--- src/rtl/fetch_sequencer_pkg.sv ---
// Shared types and defaults for the fetch/execute sequencer.
package fetch_sequencer_pkg;

  localparam int unsigned PC_W_DEF = 10;
  localparam int unsigned INSTR_W  = 9;
  localparam int unsigned CYC_W    = 16;

  localparam logic [INSTR_W-1:0] HALT_OP_DEF = 9'h1FF;

  typedef enum logic [2:0] {
    S_IDLE,
    S_FETCH,
    S_EXEC,
    S_MEM,
    S_HALT
  } state_t;

  // True for the states in which a program is actively running.
  function automatic logic is_busy(input state_t s);
    return (s == S_FETCH) || (s == S_EXEC) || (s == S_MEM);
  endfunction

endpackage

--- src/rtl/fetch_sequencer.sv ---
// Multi-cycle FETCH/EXEC/MEM sequencer: owns the PC, holds the instruction
// for the decoder and gates register-file writes to the commit cycle.
module fetch_sequencer
  import fetch_sequencer_pkg::*;
#(
  parameter int unsigned         PC_W        = PC_W_DEF,
  parameter logic [PC_W-1:0]     START_ADDR  = '0,
  parameter int unsigned         MEM_TIMEOUT = 15,
  parameter logic [INSTR_W-1:0]  HALT_OP     = HALT_OP_DEF
) (
  input  logic                Clk,
  input  logic                Reset,
  input  logic                Start,
  output logic [PC_W-1:0]     InstrAddr,
  input  logic [INSTR_W-1:0]  InstrIn,
  output logic [INSTR_W-1:0]  InstrOut,
  input  logic                JumpEn,
  input  logic [PC_W-1:0]     Target,
  input  logic                ReadMem,
  input  logic                WriteMem,
  input  logic                WriteEnIn,
  output logic                WriteEnOut,
  output logic                MemReq,
  input  logic                MemAck,
  output logic                Busy,
  output logic                Done,
  output logic                Error,
  output logic [CYC_W-1:0]    CycleCount
);

  localparam int unsigned      TO_W    = $clog2(MEM_TIMEOUT + 1);
  localparam logic [TO_W-1:0]  TO_LAST = TO_W'(MEM_TIMEOUT - 1);

  state_t               state_q, state_d;
  logic [PC_W-1:0]      pc_q, pc_d;
  logic [INSTR_W-1:0]   instr_q, instr_d;
  logic [TO_W-1:0]      to_q, to_d;
  logic                 done_q, done_d;
  logic                 error_q, error_d;
  logic [CYC_W-1:0]     cyc_q, cyc_d;
  logic                 busy_q;
  logic                 mem_req_q;
  logic                 we_c;

  // Next-state, datapath updates and the commit-cycle write enable.
  always_comb begin
    state_d = state_q;
    pc_d    = pc_q;
    instr_d = instr_q;
    to_d    = to_q;
    done_d  = done_q;
    error_d = error_q;
    we_c    = 1'b0;
    cyc_d   = (busy_q && (cyc_q != '1)) ? cyc_q + CYC_W'(1) : cyc_q;

    case (state_q)
      S_IDLE, S_HALT: begin
        if (Start) begin
          state_d = S_FETCH;
          pc_d    = START_ADDR;
          cyc_d   = '0;
          done_d  = 1'b0;
          error_d = 1'b0;
        end
      end
      S_FETCH: begin
        instr_d = InstrIn;
        state_d = S_EXEC;
      end
      S_EXEC: begin
        if (instr_q == HALT_OP) begin
          state_d = S_HALT;
          done_d  = 1'b1;
        end else if (ReadMem || WriteMem) begin
          state_d = S_MEM;
          to_d    = '0;
        end else begin
          we_c    = WriteEnIn;
          pc_d    = JumpEn ? Target : pc_q + PC_W'(1);
          state_d = S_FETCH;
        end
      end
      S_MEM: begin
        // An acknowledge in the expiry cycle still commits.
        if (MemAck) begin
          we_c    = WriteEnIn;
          pc_d    = pc_q + PC_W'(1);
          state_d = S_FETCH;
        end else if (to_q == TO_LAST) begin
          state_d = S_HALT;
          error_d = 1'b1;
        end else begin
          to_d = to_q + TO_W'(1);
        end
      end
      default: state_d = S_IDLE;
    endcase
  end

  // State and datapath registers; Busy/MemReq registered from next state.
  always_ff @(posedge Clk or negedge Reset) begin
    if (!Reset) begin
      state_q   <= S_IDLE;
      pc_q      <= START_ADDR;
      instr_q   <= '0;
      to_q      <= '0;
      done_q    <= 1'b0;
      error_q   <= 1'b0;
      cyc_q     <= '0;
      busy_q    <= 1'b0;
      mem_req_q <= 1'b0;
    end else begin
      state_q   <= state_d;
      pc_q      <= pc_d;
      instr_q   <= instr_d;
      to_q      <= to_d;
      done_q    <= done_d;
      error_q   <= error_d;
      cyc_q     <= cyc_d;
      busy_q    <= is_busy(state_d);
      mem_req_q <= (state_d == S_MEM);
    end
  end

  assign InstrAddr  = pc_q;
  assign InstrOut   = instr_q;
  assign WriteEnOut = we_c;
  assign MemReq     = mem_req_q;
  assign Busy       = busy_q;
  assign Done       = done_q;
  assign Error      = error_q;
  assign CycleCount = cyc_q;

endmodule

--- config.mk ---
export PLATFORM = sky130hd
export DESIGN_NAME = fetch_sequencer
export DESIGN_NICKNAME = d
export VERILOG_FILES = /design/src/rtl/fetch_sequencer_pkg.sv /design/src/rtl/fetch_sequencer.sv
export SDC_FILE = /design/constraint.sdc
export NUM_CORES = 1
export LEC_CHECK = 0
export ABC_AREA = 1
export CORE_ASPECT_RATIO = 0.9
export CORE_MARGIN = 4
export CORE_UTILIZATION = 45
export DETAILED_ROUTE_END_ITERATION = 8
export PLACE_DENSITY = 0.85
export SLEW_MARGIN = 20
export SYNTH_ARGS = -nofsm -noshare
export SYNTH_HDL_FRONTEND = slang
export SYNTH_SLANG_ARGS = --single-unit
--- constraint.sdc ---
create_clock -name Clk -period 1.62 [get_ports Clk]
set_clock_uncertainty 0.1 [all_clocks]
set_input_delay 0.324 -clock Clk [delete_from_list [all_inputs] [get_ports Clk]]
set_output_delay 0.324 -clock Clk [all_outputs]
set_load 0.02 [all_outputs]
# Word-level counts from Yosys, hierarchy flattened

Index checks and enable logic that the tools add are counted.

Memories kept: 0
Memory bits (writable): 0
Flip-flop bits (word level): 46
Bits in latches: 0
Word-level logic and storage cells: 75
Bits in read-only memories: 0

Divide/modulo/power cells: 0
Add/sub/neg operators: 3
Muxes and demuxes: 30
Order comparisons: 0
Shift-type cells: 0
$mul: 0
Equal/unequal tests: 19
Bitwise logic cells: 0
Reduce and logical (&&, ||, !) cells: 14

Operators with widths:

| operator              | count |
|---|---|
| $mux 10               | 5 |
| $mux 16               | 3 |
| $pmux 10 s3           | 1 |
| $ne 2x2->1 const B    | 9 |
| $add 16x1->16 const B | 1 |
| $mux 4                | 4 |
| $ne 16x16->1 const B  | 1 |
| $eq 3x2->1 const B    | 4 |
| $mux 3                | 4 |
| $pmux 3 s4            | 1 |
| $add 10x1->10 const B | 1 |
| $reduce_and 5->1      | 2 |
| $eq 9x9->1 const B    | 1 |
| $pmux 4 s2            | 1 |
| $mux 1                | 7 |
| $eq 3x1->1 const B    | 2 |
| $pmux 1 s2            | 3 |
| $reduce_bool 2->1     | 3 |
| $add 4x1->4 const B   | 1 |
| $eq 4x4->1 const B    | 1 |
| $reduce_and 4->1      | 1 |
| $eq 3x3->1 const B    | 1 |
| $logic_not 3->1       | 1 |
| $logic_or 1x1->1      | 3 |
| other kinds (5)       | 5 |

# Longest topological paths before layout

Depth in word-level cells: 7
Depth in mapped cells: 11
Gate-level depth less buffers: 11

# Worst setup path after synthesis

No wires, ideal clock.

Path kind: register to register
Start: reg cyc_q[1] (netlist: CycleCount[1])
End: reg cyc_q[11] (netlist: CycleCount[11])
Path buffers: 0
Required time: 1.399 ns
Arrival time: 1.479 ns
Setup slack: -0.080 ns
Library setup time: 0.121 ns
Period minus slack after synthesis: 1.700 ns
Cell stages (with the launch flop): 10
Cells stage by stage: dfrtp_1 -> ha_1 -> inv_1 -> nor2_1 -> nand2_1 -> nor2_1 -> nor2_2 -> or2_2 -> nand2_1 -> nor2_1

Longest elaborated chain between the ends: 5
Elaborated cells on any way between the ends: 6
Classes of those cells: add/sub: 1; eq/ne: 1; mux: 3; reduce/logical: 1

Ends and longest elaborated chain:

| what                                                  | RTL line               | source |
|---|---|---|
| start: declaration                                    | fetch_sequencer.sv:40  | `logic [CYC_W-1:0] cyc_q, cyc_d;` |
| start signal: assignment                              | fetch_sequencer.sv:119 | `cyc_q <= cyc_d;` |
| branches (longest 2 deep; another with $add 16x1->16) | -                      |  |
| $mux 16 (*)                                           | fetch_sequencer.sv:54  | `cyc_d = (busy_q && (cyc_q != '1)) ? cyc_q + CYC_W'(1) : cyc_q;` |
| $mux 16                                               | fetch_sequencer.sv:58  | `if (Start) begin` |
| $mux 16 (*)                                           | fetch_sequencer.sv:56  | `case (state_q)` |
| net cyc_d[11]                                         | fetch_sequencer.sv:40  |  |

Mark *: on every way through the listed nets, which the timed path passes.
A chain may end at the register's enable or synchronous reset.

# Worst setup path in the final report

Start: reg instr_q[6] (netlist: InstrOut[6])
End: out WriteEnOut

Longest elaborated chain between the ends: 3

Ends and longest elaborated chain:

| what                     | RTL line               | source |
|---|---|---|
| start: declaration       | fetch_sequencer.sv:36  | `logic [INSTR_W-1:0] instr_q, instr_d;` |
| start signal: assignment | fetch_sequencer.sv:115 | `instr_q <= instr_d;` |
| $eq 9x9->1               | fetch_sequencer.sv:71  | `if (instr_q == HALT_OP) begin` |
| $mux 1                   | fetch_sequencer.sv:71  |  |
| $pmux 1 s2               | fetch_sequencer.sv:56  |  |
| end: declaration         | fetch_sequencer.sv:22  | `output logic WriteEnOut,` |

Every way passes these cells.

==> impl_metrics.csv <==
group,metric,value,unit
pwr,power,0.00806,W
floorplan,die_area,7420,µm²
placed_design,io_buffers,66,
cts,clock-sinks,46,
timing,finalCritPeriodShare,1.15,
global_routing,antenna_found_initial,0,
detailed_routing,drt_iter0_drc,322,
pwr,power_density,1820,nW/µm²
logic_synthesis,syn_avg_cell_area,7.46,µm²
timing,rsz0062_at_grt,"true",
logic_synthesis,synth_seq_cells,46,
cts,clkTransAtPathRegs,100,ps
placed_design,dp_hpwl,5910,µm
finish,seq_area,1160,µm²
logic_synthesis,postSynthCellCount,368,
cts,clock_latency,300,ps
detailed_routing,ant_nets,0,
critical_path,path_cells,"nand2_1 > nor2_2 > nand3_2 > a31oi_4 > nor2_1 > buf_4",
pwr,switching_share,0.476,
placed_design,gp_congestion,0.908,
floorplan,initial_core_util,0.474,
run,drv_cap,0,
finish,drive_gt1_frac,0.367,
floorplan,io_pins,67,
timing,setup_viol,35,
critical_path,cp-end-kind,"output port",
critical_path,crit_family,"simple AND/OR/NAND/NOR gates",
timing,hold_ws,344,ps
critical_path,cp-start-kind,"flop",
logic_synthesis,syn_nets,399,
critical_path,reg2reg_to,"to_q[3]",
global_routing,grt_max_degree,34,
hold_path,hp-class,"input port to asynchronous set/reset pin",
finish,final_core_util,0.766,
logic_synthesis,yosysWarnings,0,
placed_design,post_dp_cell_area,3900,µm²
detailed_routing,post_drt_wl_per_cell,17.2,µm
global_routing,overflow,0,
timing,achievable-frequency,0.537,GHz
global_routing,grt_pass1_wl,13000,µm
critical_path,crit_type,"flop to output port",
critical_path,r2r-start,"to_q[0]",
finish,nFillCells,365,
critical_path,crit_fanout,2,
timing,setup_slack,-243,ps
pwr,power.leakage,2.24,nW
cts,cts.htree.levels,2,
detailed_routing,num_vias,3322,
global_routing,grtUsageTotal,0.216,
timing,period_minus_slack,1860,ps
logic_synthesis,yosysUniqueCellTypes,36,
timing,finalMaxSlewViolations,0,
floorplan,coreArea,5790,µm²
finish,syn_to_final_growth,61.5,%
floorplan,rows,26,
finish,design_area,4430,µm²
logic_synthesis,ys_seq_area_frac,0.419,
detailed_routing,routed_wl,10200,µm
pwr,seqPwrFrac,0.260,
cts,cts_root_buf,"clkbuf_8",
timing,hold_viol_final,0,
pwr,intPower,0.00422,W
pwr,peakVddDrop,1.21,mV
critical_path,worstPathRequired,1200,ps
global_routing,first_global_vias,2993,
finish,multi_input_area,1640,µm²
outcome,violations,"negative setup slack",
critical_path,timing.critical_path.buf_inv,1,
finish,n_antenna_cell,0,
timing,slew_headroom,0.772,
pwr,switching_power,0.00384,W
critical_path,critPathLaunch,"InstrOut[6]",
pwr,power_frac_clock,0.092,
floorplan,dieWidth,90.4,µm
detailed_routing,vias_per_cell,5.62,
critical_path,arrival,1440,ps
detailed_routing,drt_first_pass_iters,7,
pwr,pwr-share-comb,0.649,
timing,worstMarginPinSlew,341,ps
cts,clockBufferDepth,2,
detailed_routing,drc,0,
critical_path,ff2ff_path_depth,10,
critical_path,cp_slowest_cell,"dfrtp_1",
cts,cts_tree,"yes",
critical_path,critPathMaxStageDelay,370,ps
placed_design,dp_slack,-646,ps
finish,nets,551,
logic_synthesis,syn_area,2750,µm²
critical_path,r2r_slack,-160,ps
cts,numCtsBuffers,5,
outcome,status,"finished with violations",
floorplan,dieHeight,82.1,µm
## kinds of logic after synthesis
family,share of synthesized area
AO/OA/AOI/OAI,0.0738
AND/OR/NAND/NOR,0.356
multiplexers,0.0328
buffers and inverters,0.0779
flip-flops,0.419
XOR/XNOR,0.0223
adder cells (fa/ha/maj),0.0182
## worst register-to-register path: cells and delay by family (launching register included)
family	cells	cell delay [ps]
flops	1	420
fa+ha+maj	1	200
buf+inv	2	270
simple gates	7	660
## cell type report
cell class,count,area share
Multi-Input combinational cell,275,0.371
Sequential cell,46,0.262
Tap cell,70,0.0198
Clock buffer,5,0.0155
Timing Repair Buffer,150,0.289
Clock inverter,3,0.00480
Inverter,41,0.0370
Timing Repair inverter,1,0.00169
## stage by stage
stage	setup TNS, ps	cells
final	-2090	591
after CTS	-278	571
after global placement	-4310	556
after floorplan	0	368
after detailed placement	-5250	556
after global routing	-4930	591
## power groups by stage
stage / combinational, W / sequential [W] / clock, W
after floorplan: 0.00182 / 0.00248 / 0
after global placement: 0.00410 / 0.00201 / 0
after detailed placement: 0.00424 / 0.00204 / 0
after CTS: 0.00423 / 0.00202 / 0.000740
after global routing: 0.00555 / 0.00214 / 0.000803
final: 0.00523 / 0.00209 / 0.000740
## cell usage after synthesis, drive strengths merged
library cell	count	area, µm²
a21oi	8	43.8
a22oi	1	7.51
a31oi	1	6.26
and2	1	6.26
buf	6	55.1
clkinv	1	8.76
dfrtp	46	1150
ha	4	50.1
inv	40	150
mux2	8	90.1
nand2	117	459
nand3	29	150
nand4	5	37.5
nor2	59	264
nor3	7	40.0
nor3b	1	7.51
o211ai	1	7.51
o21ai	18	93.8
o21bai	4	30.0
o22ai	1	6.26
o31ai	1	7.51
or2	2	12.5
xnor2	2	17.5
xor2	5	43.8
## cell usage in the layout (no fill, tap or decap), drive strengths merged
| cell | n |
|---|---|
| nand2 | 117 |
| a31oi | 1 |
| a21oi | 8 |
| nor3b | 1 |
| clkdlybuf4s15 | 1 |
| o31ai | 1 |
| clkdlybuf4s50 | 25 |
| mux2 | 8 |
| nor3 | 7 |
| a22oi | 1 |
| nand3 | 29 |
| ha | 4 |
| clkinv | 3 |
| o22ai | 1 |
| clkbuf | 10 |
| clkinvlp | 2 |
| o21ai | 18 |
| buf | 85 |
| and2 | 1 |
| dlygate4sd2 | 33 |
| nor2 | 59 |
| dfrtp | 46 |
| nand4 | 5 |
| inv | 40 |
| o21bai | 4 |
| xnor2 | 2 |
| dlygate4sd3 | 1 |
| o211ai | 1 |
| xor2 | 5 |
| or2 | 2 |
## worst max-delay path by stage
stage                                end  slack [ps]  depth (start not counted)
after CTS                     WriteEnOut        -250                          6
after detailed placement      WriteEnOut        -650                          6
after global routing          WriteEnOut        -300                          6
final                         WriteEnOut        -240                          6
after global placement        WriteEnOut        -560                          6
after floorplan           CycleCount[11]          40                          9
## state kept, by name (all words and copies together), names as in the netlist
signal      count
Error           1
CycleCount     16
InstrAddr      10
to_q            4
InstrOut        9
state_q         3
Done            1
Busy            1
MemReq          1
## metal layers
| layer | share of wire | vias up | routed length, µm | GRT usage |
|---|---|---|---|---|
| li1 | - | 1479 | - | - |
| met1 | 0.38 | 1579 | 3870 | 0.241 |
| met2 | 0.51 | 201 | 5200 | 0.412 |
| met3 | 0.060 | 63 | 615 | 0.0435 |
| met4 | 0.048 | 0 | 488 | 0.0841 |
| met5 | 0 | - | 0 | 0 |
## repair_timing
action	CTS	global route
setup endpoints to repair	53	43
hold buffers	1	0
gates resized for setup	61	92
buffers inserted	5	21
pin swaps	8	32
endpoints found under the hold margin	13	0
cloned	1	0
(Power assumes the default switching activity.)
